[src/rtl/pmux_pkg.sv]
// Shared definitions for the pmux select path: select-code constants,
// grant classes and arbiter FSM states.
package pmux_pkg;
  localparam int SEL_W = 3;
  localparam logic [SEL_W-1:0] SEL_DEFAULT = 3'd7;

  typedef enum logic [1:0] {
    CLS_HI  = 2'd0,
    CLS_LO  = 2'd1,
    CLS_DEF = 2'd2
  } grant_cls_e;

  typedef enum logic {
    ST_IDLE  = 1'b0,
    ST_GRANT = 1'b1
  } state_e;

  // Lane pointers live in 0..6, so 6 wraps straight back to 0.
  function automatic logic [SEL_W-1:0] ptr_next(input logic [SEL_W-1:0] lane);
    return (lane == 3'd6) ? 3'd0 : lane + 3'd1;
  endfunction
endpackage

[src/rtl/pmux_sel_arb_rr_pick7.sv]
// Combinational round-robin finder over 7 request bits: first set bit at or
// above ptr, wrapping 6 -> 0.
module rr_pick7
  import pmux_pkg::*;
(
  input  logic [6:0]       req,
  input  logic [SEL_W-1:0] ptr,
  output logic             found,
  output logic [SEL_W-1:0] idx
);
  always_comb begin
    found = 1'b0;
    idx   = '0;
    // Walk farthest-first so the nearest hit to ptr is the last write.
    for (int i = 6; i >= 0; i--) begin
      int j;
      j = int'(ptr) + i;
      if (j >= 7) j = j - 7;
      if (req[j]) begin
        found = 1'b1;
        idx   = SEL_W'(j);
      end
    end
  end
endmodule

[src/rtl/pmux_sel_arb.sv]
// Three-class grant arbiter feeding the pmux select codes; one registered
// grant at a time, held until acked, with a starvation bound for low class.
module pmux_sel_arb
  import pmux_pkg::*;
#(
  parameter int STARVE_LIMIT = 15
) (
  input  logic             clk_i,
  input  logic             rst_i,
  input  logic [6:0]       hi_req_i,
  input  logic [6:0]       lo_req_i,
  input  logic             def_req_i,
  input  logic             ack_i,
  output logic             valid_o,
  output logic [SEL_W-1:0] sel_0_o,
  output logic [SEL_W-1:0] sel_1_o,
  output logic [SEL_W-1:0] sel_2_o,
  output logic [SEL_W-1:0] sel_3_o,
  output logic [1:0]       grant_cls_o
);
  localparam logic [7:0] LIMIT = 8'(STARVE_LIMIT);

  state_e           state;
  grant_cls_e       cls_q;
  logic [SEL_W-1:0] hi_ptr, lo_ptr;
  logic [7:0]       starve_cnt;

  logic             hi_found, lo_found;
  logic [SEL_W-1:0] hi_idx, lo_idx;

  rr_pick7 u_pick_hi (.req(hi_req_i), .ptr(hi_ptr), .found(hi_found), .idx(hi_idx));
  rr_pick7 u_pick_lo (.req(lo_req_i), .ptr(lo_ptr), .found(lo_found), .idx(lo_idx));

  logic       grant_any;
  grant_cls_e nxt_cls;
  logic       decide;

  assign decide = (state == ST_IDLE) || ack_i;

  always_comb begin
    grant_any = 1'b1;
    nxt_cls   = CLS_DEF;
    if (lo_found && starve_cnt == LIMIT) nxt_cls = CLS_LO;
    else if (hi_found)                   nxt_cls = CLS_HI;
    else if (lo_found)                   nxt_cls = CLS_LO;
    else if (def_req_i)                  nxt_cls = CLS_DEF;
    else                                 grant_any = 1'b0;
  end

  always_ff @(posedge clk_i or posedge rst_i) begin
    if (rst_i) begin
      state      <= ST_IDLE;
      sel_0_o    <= SEL_DEFAULT;
      sel_1_o    <= SEL_DEFAULT;
      cls_q      <= CLS_DEF;
      hi_ptr     <= '0;
      lo_ptr     <= '0;
      starve_cnt <= '0;
    end else if (decide) begin
      if (!grant_any) begin
        state   <= ST_IDLE;
        sel_0_o <= SEL_DEFAULT;
        sel_1_o <= SEL_DEFAULT;
        cls_q   <= CLS_DEF;
      end else begin
        state <= ST_GRANT;
        cls_q <= nxt_cls;
        unique case (nxt_cls)
          CLS_HI: begin
            sel_0_o <= hi_idx;
            sel_1_o <= SEL_DEFAULT;
            hi_ptr  <= ptr_next(hi_idx);
            // Only count hi wins that actually blocked a waiting lo request.
            if (!lo_found)          starve_cnt <= '0;
            else if (starve_cnt != LIMIT) starve_cnt <= starve_cnt + 8'd1;
          end
          CLS_LO: begin
            sel_0_o    <= SEL_DEFAULT;
            sel_1_o    <= lo_idx;
            lo_ptr     <= ptr_next(lo_idx);
            starve_cnt <= '0;
          end
          default: begin
            sel_0_o <= SEL_DEFAULT;
            sel_1_o <= SEL_DEFAULT;
          end
        endcase
      end
    end
  end

  assign valid_o     = (state == ST_GRANT);
  assign grant_cls_o = cls_q;
  assign sel_2_o     = SEL_DEFAULT;
  assign sel_3_o     = SEL_DEFAULT;
endmodule

[config.mk]
export PLATFORM = sky130hd
export DESIGN_NAME = pmux_sel_arb
export DESIGN_NICKNAME = d
export VERILOG_FILES = /design/src/rtl/pmux_pkg.sv /design/src/rtl/pmux_sel_arb_rr_pick7.sv /design/src/rtl/pmux_sel_arb.sv
export SDC_FILE = /design/constraint.sdc
export NUM_CORES = 1
export LEC_CHECK = 0
export ABC_AREA = 0
export CELL_PAD_IN_SITES_DETAIL_PLACEMENT = 1
export CELL_PAD_IN_SITES_GLOBAL_PLACEMENT = 2
export CORE_MARGIN = 3
export CORE_UTILIZATION = 36
export DETAILED_ROUTE_END_ITERATION = 6
export PLACE_DENSITY_LB_ADDON = 0.1
export SLEW_MARGIN = 20
export SYNTH_ARGS = -nofsm -noshare
export SYNTH_HDL_FRONTEND = slang
export SYNTH_SLANG_ARGS = --single-unit
[constraint.sdc]
create_clock -name clk_i -period 4.9 [get_ports clk_i]
set_clock_uncertainty 0.15 [all_clocks]
set_input_delay 0.98 -clock clk_i [delete_from_list [all_inputs] [get_ports clk_i]]
set_output_delay 0.98 -clock clk_i [all_outputs]
set_load 0.02 [all_outputs]
==> run_results.csv <==
group,metric,value,unit
min_path,holdPathStages,2,
cells_and_area,final_cell_mix,"nand2_1 (49), nor2_1 (34), o21ai_0 (33), a21oi_1 (32), mux2i_1 (27)",
clock_tree,cts_resized,0,
yosys,ys.flop_type,"dfrtp_1",
floorplan,io_pins,33,
yosys,yosys.cell_types.count,91,
placed_design,postPlaceCellArea,4950,um2
route,antenna_left,0,
route,wire_per_inst,20.9,um
min_path,hp-start,"grant_cls_o[1]$_DFFE_PP1N_",
timing,fmax,231,MHz
cells_and_area,final_common_cell,"nand2_1",
job,drv_cap,0,
timing,setup_tns,0,ps
grt,track_usage,0.218,
cells_and_area,num_antenna_cells,0,
route,routed_wl,16200,um
worst_setup_path,cp.required,4920,ps
grt,grt_max_degree,39,
floorplan,die_area,14400,um2
yosys,synth-seq-cells,23,
run_status,status,"completed",
timing,layout_min_cycle_time,4340,ps
min_path,min_to,"grant_cls_o[1]$_DFFE_PP1N_",
timing,grt_setup_unrepaired,"false",
route,drtIter0Drc,221,
worst_setup_path,reg2reg_from,"lo_ptr[0]$_DFFE_PP0P_",
worst_setup_path,crit_fanout,14,
timing,tightest_slew,875,ps
timing,slew_violations,0,
placed_design,gp_congestion,0.893,
placed_design,port_buffers,26,
min_path,hold_path.class,"register to register",
floorplan,die_w,120,um
clock_tree,path_clk_slew,60,ps
timing,finalHoldViolCount,0,
yosys,synth_area,4670,um2
yosys,synthArstFlopShare,1.00,
yosys,yosysWarnings,0,
grt,grt-ovfl-total,0,
cells_and_area,drive_above_1_share,0.109,
clock_tree,numCtsBuffers,3,
worst_setup_path,arrival,4360,ps
floorplan,chipHeight,120,um
cells_and_area,final_cell_area,5030,um2
worst_setup_path,rrSetupSlack,560,ps
worst_setup_path,end_kind,"register",
floorplan,fp.coreArea,12400,um2
clock_tree,clk_latency,250,ps
placed_design,dp_hpwl,12600,um
cells_and_area,nets,653,
worst_setup_path,worstSetupStartpoint,"lo_ptr[0]$_DFFE_PP0P_",
floorplan,rows,40,
worst_setup_path,crit_type,"register to register",
yosys,syn_area_per_cell,7.69,um2
grt,grt_pass1_wl,25800,um
route,avgViaCountPerCell,6.17,
timing,fin_crit_sh,0.885,
timing,slew_headroom,0.416,
clock_tree,post-cts-setup-buffers,0,
timing,setup_violations,0,
grt,grt_pass1_vias,4773,
route,vias,4778,
clock_tree,cts.path.max_buffers,2,
clock_tree,cts_hold_buf,0,
route,drcViolationCount,0,
clock_tree,clock-sinks,23,
worst_setup_path,start_kind,"register",
route,firstDrtPassIters,5,
clock_tree,h-tree-depth,1,
grt,antenna_found_initial,0,
worst_setup_path,rr_worst_depth,12,
clock_tree,cts-root-buf,"clkbuf_16",
cells_and_area,area_growth,7.68,%
yosys,synth_edf_count,0,
yosys,syn-instance-count,608,
clock_tree,cts_tree,"yes",
floorplan,start_util,0.378,
worst_setup_path,r2r-end,"lo_ptr[1]$_DFFE_PP0P_",
yosys,ys_seq_area_frac,0.125,
==> metal layers <==
| layer | track usage | vias to the layer above | wire, um |
|---|---|---|---|
| li1 | - | 2277 | - |
| met5 | 0 | - | 0 |
| met3 | 0.0132 | 33 | 365 |
| met1 | 0.271 | 2373 | 7010 |
| met4 | 0.0766 | 0 | 561 |
| met2 | 0.396 | 95 | 8280 |
==> cell usage after synthesis (all sizes together) (12+ instances only) <==
master,n,area [um2]
a21oi,32,160
a31oi,12,75.1
buf,38,277
clkbuf,14,52.6
dfrtp,16,400
ha,24,300
inv,24,90.1
mux2i,27,270
nand2,49,184
nand2b,22,145
nand3,21,105
nor2,36,145
nor2b,17,106
nor3,15,75.1
o21ai,36,180
==> kinds of logic after synthesis <==
kind of cell    synth area share
mux                       0.0891
flops                      0.125
simple gates               0.264
other cells             0.000802
compound gates             0.334
buf+inv                   0.0897
fa+ha+maj                 0.0771
xor+xnor                  0.0206
==> worst max-delay path, stage by stage, from the launching register on <==
cell and delay (ps):
dfrtp_1 640, ha_1 260, inv_1 80, ha_1 430
nor2b_1 410, nor3_1 170, a2111oi_0 610, or4_1 280
o2111ai_1 130, a311oi_1 510, o22a_1 290, a211oi_1 100
a2bb2oi_1 190
==> sequential cells by signal, summed over array words and instances, names as in the netlist <==
signal / cells
valid_o: 1
lo_ptr: 3
sel_0_o: 3
grant_cls_o: 2
hi_ptr: 3
starve_cnt: 8
sel_1_o: 3
==> per-stage QoR <==
| stage | setup slack (ps) | cells | hold WS (ps) | utilization |
|---|---|---|---|---|
| global route | 266 | 775 | 333 | 0.407 |
| finish | 563 | 775 | 314 | 0.407 |
| CTS | 591 | 775 | 318 | 0.407 |
| global placement | 626 | 771 | 294 | 0.401 |
| floorplan | 935 | 613 | 327 | - |
| detailed placement | 572 | 771 | 310 | 0.401 |
==> worst max path at each step <==
stage / slack (ps) / depth (start not counted) / to
floorplan: 930 / 19 / starve_cnt[6]$_DFFE_PP0P_
global placement: 630 / 10 / hi_ptr[2]$_DFFE_PP0P_
detailed placement: 570 / 10 / lo_ptr[1]$_DFFE_PP0P_
CTS: 590 / 12 / lo_ptr[1]$_DFFE_PP0P_
global route: 270 / 11 / lo_ptr[1]$_DFFE_PP0P_
finish: 560 / 12 / lo_ptr[1]$_DFFE_PP0P_
==> cell type report <==
cell class / instances / area, um2
Tap cell: 168 / 210
Inverter: 24 / 90.1
Clock buffer: 4 / 78.8
Fill cell: 1545 / 7330
Multi-Input combinational cell: 514 / 3690
Sequential cell: 23 / 584
Timing Repair Buffer: 42 / 380
Power is not shown: default switching activity piles up to over one toggle a cycle in this logic, so the estimate is an artifact.
